[src/rtl/multibyte_add_ctrl_pkg.sv]
// Shared definitions for the multi-byte serial adder controller.
//   BYTE_W      : width of one datapath slice (one byte per cycle)
//   ST_*        : controller state encoding
//   idx_width() : width of the byte index counter for a given operand size
package multibyte_add_ctrl_pkg;

    localparam int BYTE_W = 8;

    localparam logic [1:0] ST_IDLE = 2'd0;
    localparam logic [1:0] ST_RUN  = 2'd1;
    localparam logic [1:0] ST_DONE = 2'd2;

    // A 2-byte operand still needs a 1-bit index; $clog2(2) covers that,
    // but guard smaller values so the counter never collapses to zero width.
    function automatic int idx_width(input int nbytes);
        return (nbytes <= 2) ? 1 : $clog2(nbytes);
    endfunction

endpackage

[src/rtl/adder_8bit.sv]
// One-byte full adder slice shared across all bytes of the operation.
//   a, b : byte operands
//   cin  : carry in
//   sum  : byte sum
//   cout : carry out
module adder_8bit (
    input  logic [7:0] a,
    input  logic [7:0] b,
    input  logic       cin,
    output logic [7:0] sum,
    output logic       cout
);

    assign {cout, sum} = {1'b0, a} + {1'b0, b} + {8'b0, cin};

endmodule

[src/rtl/multibyte_add_ctrl.sv]
// Serial multi-byte adder: one byte per cycle through a single 8-bit adder,
// LSB byte first, with valid/ready handshakes on both sides.
//   clk, rst            : clock, synchronous active-high reset
//   in_valid / in_ready : operand handshake (in_ready only in IDLE)
//   in_a, in_b, in_cin  : operands, captured on accept
//   out_valid/out_ready : result handshake (out_valid only in DONE)
//   out_sum, out_cout   : result bytes and final carry
//   busy                : high whenever not IDLE
//
// state   | meaning
// --------+-------------------------------------------------------
// IDLE    | waiting for operands, in_ready = 1
// RUN     | adding byte idx, carry chained through carry register
// DONE    | result held on out_sum/out_cout until out_ready
module multibyte_add_ctrl
    import multibyte_add_ctrl_pkg::*;
#(
    parameter int NBYTES = 4
) (
    input  logic                     clk,
    input  logic                     rst,
    input  logic                     in_valid,
    output logic                     in_ready,
    input  logic [BYTE_W*NBYTES-1:0] in_a,
    input  logic [BYTE_W*NBYTES-1:0] in_b,
    input  logic                     in_cin,
    output logic                     out_valid,
    input  logic                     out_ready,
    output logic [BYTE_W*NBYTES-1:0] out_sum,
    output logic                     out_cout,
    output logic                     busy
);

    localparam int IDX_W = idx_width(NBYTES);
    localparam logic [IDX_W-1:0] IDX_LAST = IDX_W'(NBYTES - 1);

    logic [1:0]                          state;
    logic [IDX_W-1:0]                    idx;
    logic                                carry;
    logic [NBYTES-1:0][BYTE_W-1:0]       a_q;
    logic [NBYTES-1:0][BYTE_W-1:0]       b_q;
    logic [NBYTES-1:0][BYTE_W-1:0]       result;

    logic [BYTE_W-1:0] sum_byte;
    logic              cout_byte;

    adder_8bit u_adder (
        .a    (a_q[idx]),
        .b    (b_q[idx]),
        .cin  (carry),
        .sum  (sum_byte),
        .cout (cout_byte)
    );

    always_ff @(posedge clk) begin
        if (rst) begin
            state  <= ST_IDLE;
            idx    <= '0;
            carry  <= 1'b0;
            a_q    <= '0;
            b_q    <= '0;
            result <= '0;
        end else begin
            case (state)
                ST_IDLE: begin
                    if (in_valid) begin
                        a_q   <= in_a;
                        b_q   <= in_b;
                        carry <= in_cin;
                        idx   <= '0;
                        state <= ST_RUN;
                    end
                end
                ST_RUN: begin
                    result[idx] <= sum_byte;
                    carry       <= cout_byte;
                    // Index parks on the last byte so it never wraps to 0.
                    if (idx == IDX_LAST) begin
                        state <= ST_DONE;
                    end else begin
                        idx <= idx + 1'b1;
                    end
                end
                ST_DONE: begin
                    if (out_ready) begin
                        state <= ST_IDLE;
                    end
                end
                default: state <= ST_IDLE;
            endcase
        end
    end

    // All outputs are decoded from registered state only; no ready-to-ready path.
    assign in_ready  = (state == ST_IDLE);
    assign out_valid = (state == ST_DONE);
    assign busy      = (state != ST_IDLE);
    assign out_sum   = result;
    assign out_cout  = carry;

endmodule

[config.mk]
export PLATFORM = sky130hd
export DESIGN_NAME = multibyte_add_ctrl
export DESIGN_NICKNAME = d
export VERILOG_FILES = /design/src/rtl/multibyte_add_ctrl_pkg.sv /design/src/rtl/adder_8bit.sv /design/src/rtl/multibyte_add_ctrl.sv
export SDC_FILE = /design/constraint.sdc
export NUM_CORES = 1
export LEC_CHECK = 0
export ABC_CLOCK_PERIOD_IN_PS = 3200
export BUFFER_PORTS_ARGS = -buffer_cell sky130_fd_sc_hd__buf_4
export CELL_PAD_IN_SITES_DETAIL_PLACEMENT = 1
export CELL_PAD_IN_SITES_GLOBAL_PLACEMENT = 1
export CORE_AREA = 2 2 110 112
export DETAILED_ROUTE_END_ITERATION = 12
export DIE_AREA = 0 0 112 114
export GPL_TIMING_DRIVEN = 0
export PLACE_DENSITY = 0.83
export SLEW_MARGIN = 20
export SYNTH_ARGS = -nofsm -noshare
export SYNTH_HDL_FRONTEND = slang
export SYNTH_SLANG_ARGS = --single-unit
[constraint.sdc]
create_clock -name clk -period 3.2 [get_ports clk]
set_input_delay 0.48 -clock clk [delete_from_list [all_inputs] [get_ports clk]]
set_output_delay 0.48 -clock clk [all_outputs]
set_load 0.02 [all_outputs]
==> run_results.csv <==
group,metric,value,unit
critical_path,critPathBufInv,3,
power_and_ir_drop,p_int,2.155,mW
outcome,status,"complete, no violations",
global_routing,antenna_found_initial,0,
critical_path,startpoint_type,"flip-flop",
timing,setup_viol_count_final,0,
global_routing,grt_usage,22.29,%
cts,clock_latency,0.36,ns
min_path,hold_class,"in -> reg",
critical_path,cp-end-kind,"flip-flop",
place,hpwl,10510,um
synth,synth_edf_count,0,
cts,postCtsSetupBuffers,0,
power_and_ir_drop,swShare,28.21,%
floorplanning,num_rows,40,
synth,synthTopCellsByCount,"175 x nand2_1, 101 x dfxtp_1, 86 x a21oi_1",
cts,numCtsBuffers,9,
critical_path,worstSetupPathType,"reg -> reg",
timing,holdWs,0.3610,ns
synth,syn_inst,525,
cts,cts.sinks,101,
layout,num_antenna_cells,0,
place,gp_congestion,0.8317,
synth,synth_cell_types,45,
routing,ant_nets,0,
power_and_ir_drop,ir_worst_vdd,0.3565,mV
timing,slew_viol_final,0,
place,placed_area,5404,um^2
timing,slew_headroom,57.77,%
critical_path,crit_fanout,10,
power_and_ir_drop,leakage,2.352,nW
cts,hold_buffers,0,
cts,cts_tree,"yes",
layout,fin_nets,721,
critical_path,r2r_cells,11,
synth,async_reset_ff_share,0,%
global_routing,grt_pass1_wl,22400,um
critical_path,rrSetupSlack,0.15,ns
routing,drt_iter0_markers,214,
synth,synth_seq_area_share,45.47,%
layout,area_delta_synth_final,30.05,%
routing,vias,4184,
timing,fin_crit_sh,95.21,%
floorplanning,core-area,11710,um^2
routing,drt-total-wl,14090,um
synth,postSynthAreaPerCell,8.470,um^2
floorplanning,io_pins,105,
synth,dominantRegCellSynth,"dfxtp_1",
min_path,hold_end,"a_q[31]",
power_and_ir_drop,power.switching,0.8466,mW
layout,fin_area,5783,um^2
global_routing,grt_overflow_total,0,
power_and_ir_drop,p_per_area,519.0,nW/um^2
power_and_ir_drop,power_frac_clock,39.6,%
floorplanning,dieHeight,114,um
critical_path,timing.rr.start,"idx[0]",
timing,report.final.hold_viol_count,0,
timing,max_freq,328.2,MHz
synth,ys_ff_latch,101,
timing,rsz0062_at_grt,"false",
flow_run,maxCapViolCount,0,
global_routing,grt_pass1_vias,4449,
power_and_ir_drop,report.power.total,3.001,mW
power_and_ir_drop,pwr-share-comb,15.3,%
critical_path,path_delay_family,"compound AO/OA/AOI/OAI gates",
synth,syn_area,4447,um^2
synth,synth_top_cell_area_share,45.47,%
synth,yosysTopAreaCell,"dfxtp_1",
timing,skew,0.01335,ns
floorplanning,die_area,12770,um^2
min_path,hold_depth,3,
routing,first_pass_iters,4,
min_path,hold_start,"in_a[31]",
critical_path,cp_common_cell,"fa_1",
timing,worst_pin_slew,0.6335,ns
routing,post_drt_wl_per_cell,17.81,um
critical_path,crit_required,3.42,ns
routing,vias_per_cell,5.290,
cts,htreeDepth,3,
cts,clockBufferDepth,2,
routing,drcViolationCount,0,
critical_path,crit_slowest_cell,"fa_1",
layout,drive_gt1_share,25.93,%
cts,clkTransAtPathRegs,0.08,ns
synth,yosys_warnings,0,
critical_path,critical-path-max-stage-delay,0.46,ns
critical_path,worstReg2RegEnd,"out_sum[22]",
synth,synth_area_leaders,"dfxtp_1 45%, nand2_1 15%, a21oi_1 9.7%",
critical_path,arrival,3.27,ns
floorplanning,die_x,112,um
synth,synthesis.nets,607,
floorplanning,start_util,37.97,%
critical_path,crit_chain,"buf_8 > buf_6 > mux4_2 > fa_1 > inv_1 > fa_1 > nor2b_4 > o31a_1 > and3_4 > a211oi_4 > o21ai_0",
global_routing,grt_max_degree,21,
power_and_ir_drop,seqPwrFrac,45.1,%
place,io_buffers,103,
synth,synth.most_common_cell,"nand2_1",
cts,ctsRootBufferMaster,"clkbuf_16",
timing,period_needed,3.047,ns
==> placed cells by master, fill, tap and decap left out, types with 2 or more instances in the layout <==
cell type and count:
nand2_1 175, buf_4 106, dfxtp_1 99, a21oi_1 85
nand3_1 19, mux4_2 16, nor2_1 12, buf_2 12
ha_1 11, clkbuf_1 9, o21ai_0 9, clkbuf_16 9
inv_1 8, buf_6 6, a211oi_1 6, and2_1 4
nand2b_1 4, nor3_1 4, nand4_1 4, buf_8 2
nor2b_1 2, clkbuf_2 2, o21a_1 2, nor4b_1 2
o211ai_1 2, xnor2_1 2, fa_1 2, clkinv_8 2
inv_8 2, dfxtp_2 2
==> flip-flops by register name, summed over array words and instances, names as in the netlist <==
signal / count
state: 2
a_q: 32
out_cout: 1
idx: 2
b_q: 32
out_sum: 32
==> stage by stage <==
stage	instances	utilization [%]	worst slack (ns)	setup TNS, ns
2_1_floorplan	525	-	0.3122	0
3_3_place_gp	775	46.14	-0.1045	-0.5550
3_5_place_dp	775	46.14	-0.2862	-1.876
4_1_cts	791	49.12	0.02379	0
5_1_grt	791	49.38	0.02083	0
6_report	791	49.38	0.1532	0
==> what timing repair did <==
action,in CTS,in global routing
endpoints found under the hold margin,0,0
cloned,0,0
setup endpoints to repair,8,8
gates resized for setup,6,8
==> power groups by stage <==
stage	combinational [mW]	sequential, mW	clock (mW)
6_report	0.459	1.35	1.19
3_5_place_dp	0.442	1.38	0
5_1_grt	0.500	1.36	1.26
4_1_cts	0.454	1.35	1.20
3_3_place_gp	0.424	1.38	0
2_1_floorplan	0.255	1.38	0
==> tightest hold or removal path, cell delays in order <==
cell,delay [ns]
buf_4,0.11
nand2_1,0.04
a21oi_1,0.05
==> cells by family (layout without fill, tap and decap cells) <==
kind of cell / count (synthesis) / after routing / share of synthesized area [%]
multiplexers: 17 / 17 / 8.329
adder cells (fa/ha/maj): 13 / 13 / 3.995
AND/OR/NAND/NOR: 234 / 234 / 22.45
XOR/XNOR: 2 / 2 / 0.3940
buffers and inverters: 43 / 162 / 5.149
flip-flops: 101 / 101 / 45.47
AO/OA/AOI/OAI: 115 / 115 / 14.21
==> per-layer routing <==
metal	wire length (um)	global-route usage (%)	part of all wire [%]	vias up
met4	360	7.642	2.6	0
met1	5910	26.71	42	2000
met5	0	0	0	-
met3	736	3.773	5.2	29
met2	7082	40.61	50	144
li1	-	-	-	2011
==> worst max path at each step <==
stage | cells after the start | from | endpoint
after floorplan | 11 | idx[0] | out_sum[14]
after global placement | 11 | idx[0] | out_sum[30]
after detailed placement | 11 | idx[0] | out_sum[6]
after CTS | 11 | idx[0] | out_sum[12]
after global routing | 11 | idx[0] | out_sum[22]
final | 11 | idx[0] | out_sum[22]
==> cell type report <==
type,count,area (um^2)
clock inverters,7,102.6
flip-flops and latches,101,2024
repair buffers,103,773.2
multi-input cells,381,2216
fillers,1428,5928
well taps,147,183.9
plain buffers,35,227.7
inverters,8,30.03
clock buffers,9,225.2
Power figures use the tool's default switching activity.
